`src/rtl/vrased_pkg.sv`:
```
// vrased_pkg: shared types and constants for the VRASED reset sequencer.
// State encoding, violation cause bit positions and parameter defaults.
package vrased_pkg;

  typedef enum logic [1:0] {
    ST_IDLE,
    ST_ASSERT,
    ST_WAIT_PC
  } state_t;

  localparam int CAUSE_XSTACK     = 0;
  localparam int CAUSE_AC         = 1;
  localparam int CAUSE_ATOMIC     = 2;
  localparam int CAUSE_DMA_AC     = 3;
  localparam int CAUSE_DMA_DETECT = 4;
  localparam int CAUSE_DMA_XSTACK = 5;

  localparam int NUM_SRC_DEF        = 6;
  localparam int HOLD_CYCLES_DEF    = 4;
  localparam int TIMEOUT_CYCLES_DEF = 1024;

endpackage

```
`src/rtl/vrased_sat_cnt.sv`:
```
// vrased_sat_cnt: W-bit saturating up-counter.
// Synchronous clear has priority over increment; holds at all-ones.
module vrased_sat_cnt #(
  parameter int W = 8
) (
  input  logic         i_clk,
  input  logic         i_rst,
  input  logic         i_inc,
  input  logic         i_clr,
  output logic [W-1:0] o_cnt
);

  logic [W-1:0] r_cnt;

  // count up on i_inc, stop at the maximum value
  always_ff @(posedge i_clk) begin
    if (i_rst || i_clr) begin
      r_cnt <= '0;
    end else if (i_inc && (r_cnt != '1)) begin
      r_cnt <= r_cnt + 1'b1;
    end
  end

  assign o_cnt = r_cnt;

endmodule

```
`src/rtl/vrased_reset_seq.sv`:
```
// vrased_reset_seq: turns monitor violations into a min-width PUC reset.
// Optional WAIT_PC timeout enabled by defining VRASED_RST_TIMEOUT_EN.
module vrased_reset_seq
  import vrased_pkg::*;
#(
  parameter int          HOLD_CYCLES    = HOLD_CYCLES_DEF,
  parameter logic [15:0] RESET_HANDLER  = 16'h0000,
  parameter int          TIMEOUT_CYCLES = TIMEOUT_CYCLES_DEF,
  parameter int          NUM_SRC        = NUM_SRC_DEF
) (
  input  logic               clk,
  input  logic               rst,
  input  logic [NUM_SRC-1:0] viol,
  input  logic [15:0]        pc,
  input  logic               cause_clr,
  output logic               reset_out,
  output logic [NUM_SRC-1:0] cause,
  output logic [7:0]         viol_cnt,
  output logic               timeout_flag,
  output logic               busy
);

  localparam logic [7:0] HOLD_LD = 8'(HOLD_CYCLES - 1);

  state_t             r_state;
  logic [7:0]         r_hold;
  logic               r_reset_out;
  logic               r_busy;
  logic [NUM_SRC-1:0] r_cause;

  logic w_any;
  logic w_hit;
  logic w_tmo;
  logic w_event;
  logic w_in_wait;

  assign w_any     = |viol;
  assign w_hit     = (pc == RESET_HANDLER);
  assign w_in_wait = (r_state == ST_WAIT_PC);

  // a new event is a violation outside ASSERT, or a timeout
  assign w_event = (w_any && (r_state != ST_ASSERT)) || w_tmo;

  // sequencer state, hold counter and registered outputs
  always_ff @(posedge clk) begin
    if (rst) begin
      r_state     <= ST_IDLE;
      r_hold      <= '0;
      r_reset_out <= 1'b0;
      r_busy      <= 1'b0;
    end else begin
      unique case (r_state)
        ST_IDLE: begin
          if (w_any) begin
            r_state     <= ST_ASSERT;
            r_hold      <= HOLD_LD;
            r_reset_out <= 1'b1;
            r_busy      <= 1'b1;
          end
        end
        ST_ASSERT: begin
          if (w_any) begin
            r_hold <= HOLD_LD;
          end else if (r_hold == 8'd0) begin
            r_state     <= ST_WAIT_PC;
            r_reset_out <= 1'b0;
          end else begin
            r_hold <= r_hold - 8'd1;
          end
        end
        ST_WAIT_PC: begin
          if (w_any || w_tmo) begin
            r_state     <= ST_ASSERT;
            r_hold      <= HOLD_LD;
            r_reset_out <= 1'b1;
          end else if (w_hit) begin
            r_state <= ST_IDLE;
            r_busy  <= 1'b0;
          end
        end
        default: begin
          r_state     <= ST_IDLE;
          r_reset_out <= 1'b0;
          r_busy      <= 1'b0;
        end
      endcase
    end
  end

  // sticky cause; new violation bits win over a same-cycle clear
  always_ff @(posedge clk) begin
    if (rst) begin
      r_cause <= '0;
    end else begin
      r_cause <= (cause_clr ? '0 : r_cause) | viol;
    end
  end

  vrased_sat_cnt #(
    .W(8)
  ) u_viol_cnt (
    .i_clk(clk),
    .i_rst(rst),
    .i_inc(w_event),
    .i_clr(1'b0),
    .o_cnt(viol_cnt)
  );

`ifdef VRASED_RST_TIMEOUT_EN
  localparam logic [15:0] TMO_LAST = 16'(TIMEOUT_CYCLES - 1);

  logic [15:0] w_tcnt;
  logic        w_not_wait;
  logic        r_tflag;

  assign w_not_wait = ~w_in_wait;

  // counts WAIT_PC cycles; cleared in every other state
  vrased_sat_cnt #(
    .W(16)
  ) u_tmo_cnt (
    .i_clk(clk),
    .i_rst(rst),
    .i_inc(w_in_wait),
    .i_clr(w_not_wait),
    .o_cnt(w_tcnt)
  );

  assign w_tmo = w_in_wait && !w_any && !w_hit &&
                 (w_tcnt == TMO_LAST);

  // sticky timeout flag; a timeout wins over a same-cycle clear
  always_ff @(posedge clk) begin
    if (rst) begin
      r_tflag <= 1'b0;
    end else if (w_tmo) begin
      r_tflag <= 1'b1;
    end else if (cause_clr) begin
      r_tflag <= 1'b0;
    end
  end

  assign timeout_flag = r_tflag;
`else
  logic w_unused;
  assign w_unused     = w_in_wait;
  assign w_tmo        = 1'b0;
  assign timeout_flag = 1'b0;
`endif

  assign reset_out = r_reset_out;
  assign busy      = r_busy;
  assign cause     = r_cause;

endmodule

```
`config.mk`:
```
export PLATFORM = sky130hd
export DESIGN_NAME = vrased_reset_seq
export DESIGN_NICKNAME = d
export VERILOG_FILES = /design/src/rtl/vrased_pkg.sv /design/src/rtl/vrased_sat_cnt.sv /design/src/rtl/vrased_reset_seq.sv
export SDC_FILE = /design/constraint.sdc
export NUM_CORES = 1
export LEC_CHECK = 0
export CAP_MARGIN = 20
export CORE_UTILIZATION = 48
export CTS_BUF_LIST = sky130_fd_sc_hd__clkbuf_8
export DETAILED_ROUTE_END_ITERATION = 7
export HOLD_SLACK_MARGIN = 0.12
export PLACE_DENSITY = 0.86
export SLEW_MARGIN = 20
export SYNTH_ARGS = -nofsm -noshare
export SYNTH_HDL_FRONTEND = slang
export SYNTH_HIERARCHICAL = 1
export SYNTH_SLANG_ARGS = --single-unit
```
`constraint.sdc`:
```
create_clock -name clk -period 2.2 [get_ports clk]
set_input_delay 0.44 -clock clk [delete_from_list [all_inputs] [get_ports clk]]
set_output_delay 0.44 -clock clk [all_outputs]
set_load 0.03 [all_outputs]
```
==> run_results.csv <==
group,metric,value,unit
status,outcome,"finished clean",
sta,timing_max_transition_violations_final,0,
synthesis,synth_simple_gate_area_share,30.8,%
pwr,power_frac_seq,51.5,%
floorplan,floorplan.die.width,54.8,um
layout,fillerInstances,194,
floorplan,row_count,18,
critical_path,critical_path.max_stage_delay,530,ps
clock_tree,numClockSinks,26,
place,dpl.hpwl,2470,um
route,detailedRoute.firstPassIterationCount,4,
synthesis,yosysTopAreaCellShare,38.9,%
critical_path,crit_fanout,5,
pwr,power.switching,0.000239,W
sta,timing_hold_violations_final,0,
clock_tree,clk_path_buf_depth,2,
synthesis,synth.cell_area,1340,um2
route,detail_route.wirelength,3380,um
pwr,power.static_leakage,0.717,nW
critical_path,cp_data_required_time,2360,ps
clock_tree,cts_tree,"built",
clock_tree,cts_inserted_buffers,3,
floorplan,floorplan.initialDensity,52.6,%
sta,maxClockFrequency,0.500,GHz
critical_path,critPathKind,"in -> reg",
global_routing,groute.usage.overall,24.8,%
synthesis,yosysSeqAreaShare,38.9,%
floorplan,io_pins,42,
pwr,fraction_of_power_consumed_by_the_clock_network,31.7,%
pwr,cell_internal_pwr,0.000729,W
sta,unrepaired_setup_endpoints_after_global_routing,"no",
layout,layout_common_cells,"clkdlybuf4s50_1 (40), dfxtp_1 (26), nor2_1 (15), a21oi_1 (15), nand2_1 (9)",
route,post_drt_wl_per_cell,14.7,um
global_routing,first_pass_grt_wire_length,5350,um
layout,multi_input_comb_area,787,um2
critical_path,cp-start-kind,"input port",
critical_path,timing.critical_path.arrival,2160,ps
global_routing,via_count_of_the_first_global_routing_pass,1246,
route,vias_per_cell,5.99,
sta,fin_crit_sh,90.9,%
sta,fin_worst_hold_slack,502,ps
synthesis,postSynthAreaPerCell,8.93,um2
layout,layout.nets,229,
run,drv.max_cap_violation_count,0,
floorplan,core_area,2540,um2
clock_tree,clkTransAtPathRegs,90,ps
synthesis,dominant_combinational_cell_family_by_area_after_synthesis,"simple AND/OR/NAND/NOR gates",
pwr,swShare,24.7,%
synthesis,yosys.area_share.xor_xnor,0,%
synthesis,synth_top_area_cell,"dfxtp_1",
layout,antenna_cells_inserted,0,
min_path,timing.hold.worst.class,"reg -> reg",
critical_path,critical_path.top_delay_family,"simple AND/OR/NAND/NOR gates",
place,gp_congestion,0.860,
layout,post_route_cells_drive_above_1_share,9.50,%
synthesis,yosys-top-cells-area,"dfxtp_1 (39%), a21oi_1 (5.6%), nor2_1 (4.2%)",
route,antenna_violating_nets_post_route,0,
layout,layout_area_overhead,39.3,%
floorplan,fp.dieArea,3000,um2
clock_tree,post_cts.resized_instances,0,
sta,setup-violations-final,0,
synthesis,ff_latch_count_synth,26,
layout,most_common_cell_after_layout_fill_and_taps_aside,"clkdlybuf4s50_1",
synthesis,synth_compound_gate_area_share,19.7,%
clock_tree,cts.root.buffer_cell,"clkbuf_8",
global_routing,antenna_found_initial,0,
floorplan,floorplan.die.height,54.8,um
sta,sum_of_negative_setup_slack,0,ps
route,vias,1377,
synthesis,ys_warn_count,6,
clock_tree,htreeDepth,1,
sta,clock_skew,1.47,ps
sta,min_period,2000,ps
critical_path,critPathSlowestCell,"clkdlybuf4s50_1",
clock_tree,cts.repair_timing.setup_buffer_count,0,
clock_tree,clk-insertion-delay-late,260,ps
layout,sequential_cell_area,520,um2
synthesis,synthMuxAreaShare,3.74,%
pwr,total_power,0.000968,W
global_routing,globalRoute.totalOverflow,0,
route,post-route-drc-count,0,
place,dp_cells,226,
synthesis,adder_and_majority_gate_portion_of_the_synthesized_area,2.80,%
synthesis,synth.lib_cells_used.distinct,47,
pwr,power.density,519,nW/um2
pwr,maximum_vdd_drop,0.562,mV
route,detailedRoute.firstIterationViolations,41,
synthesis,netlist_instances,150,
global_routing,grt_max_degree,24,
clock_tree,postCtsHoldBufs,0,
critical_path,crit_path_cell_trace,"clkdlybuf4s50_1 > nor4_4 > a21oi_1 > nand3_1 > or4_1 > and3_1",
pwr,power_frac_comb,16.9,%
layout,fin_util,73.3,%
place,io_buffer_count,40,
critical_path,setup.worst_path.end_class,"register",
critical_path,cp_num_buf_inv,1,
layout,post_layout_nonfiller_instances,230,
state kept, by name, indices dropped and copies added, names as in the netlist:
register,cells
r_state,2
busy,1
u_viol_cnt/o_cnt,8
cause,6
r_hold,8
reset_out,1
area by class of cell:
cell class	instances	area share, %
Tap cell	30	2.01
Inverter	5	1.01
Multi-Input combinational cell	119	42.2
Timing Repair Buffer	46	23.9
Clock buffer	4	2.95
Sequential cell	26	27.9
cell usage after synthesis (all sizes together):
library cell	number
conb	1
o21ai	3
o21bai	1
nor3b	1
a21oi	15
a21o	1
a211o	1
a41o	2
buf	3
nor4bb	1
a22oi	1
nand2	9
inv	5
nand3b	1
or4	2
a221oi	1
nand4b	2
nand4	4
nor2b	2
nor2	15
o2111ai	1
o32a	1
nor3	4
nand3	5
dfxtp	26
nor4	9
and4	2
and3b	2
mux2i	5
and2	2
o32ai	3
a21boi	3
or3	4
ha	3
clkbuf	2
and3	2
a211oi	2
and2b	1
o2bb2ai	2
power groups by stage:
stage / clock (W) / combinational [W] / sequential (W)
after floorplan: 0 / 0.0000569 / 0.000529
after global routing: 0.000332 / 0.000178 / 0.000501
final: 0.000307 / 0.000163 / 0.000498
after detailed placement: 0 / 0.000163 / 0.000508
after CTS: 0.000310 / 0.000164 / 0.000498
after global placement: 0 / 0.000159 / 0.000508
through the flow:
stage               area (um2)  setup slack, ps
finish                    1860              199
global route              1860             82.2
CTS                       1860              199
detailed placement        1810            -33.0
global placement          1810             40.9
floorplan                 1360              510
path summary, 6_finish.rpt:
kind                  start                  end  slack (ps)  depth (start not counted)
setup / recovery    viol[4]  u_viol_cnt/o_cnt[6]         200                          6
hold reg to reg    cause[2]             cause[2]         500                          2
setup reg to reg  r_hold[0]            r_hold[1]         260                          7
hold / removal     cause[2]             cause[2]         500                          2
logic make-up (layout without fill, tap and decap cells):
family / count (synthesis) / after routing
multiplexers: 5 / 5
adder cells (fa/ha/maj): 3 / 3
other: 1 / 6
AND/OR/NAND/NOR: 68 / 68
flip-flops: 26 / 26
buffers and inverters: 10 / 55
AO/OA/AOI/OAI: 37 / 37
layer usage:
metal / vias up / part of all wire, % / GRT usage [%]
met1: 650 / 41 / 30.3
met3: 4 / 8.4 / 5.00
met4: 0 / 0.92 / 6.41
met2: 60 / 49 / 43.6
li1: 663 / - / -
met5: - / 0 / 0
tightest hold or removal path: stages, from the launching register on:
cell     delay [ps]
dfxtp_1         340
a21oi_1          70
nor2_1           70
No activity file was read; power rests on OpenSTA's default activity.
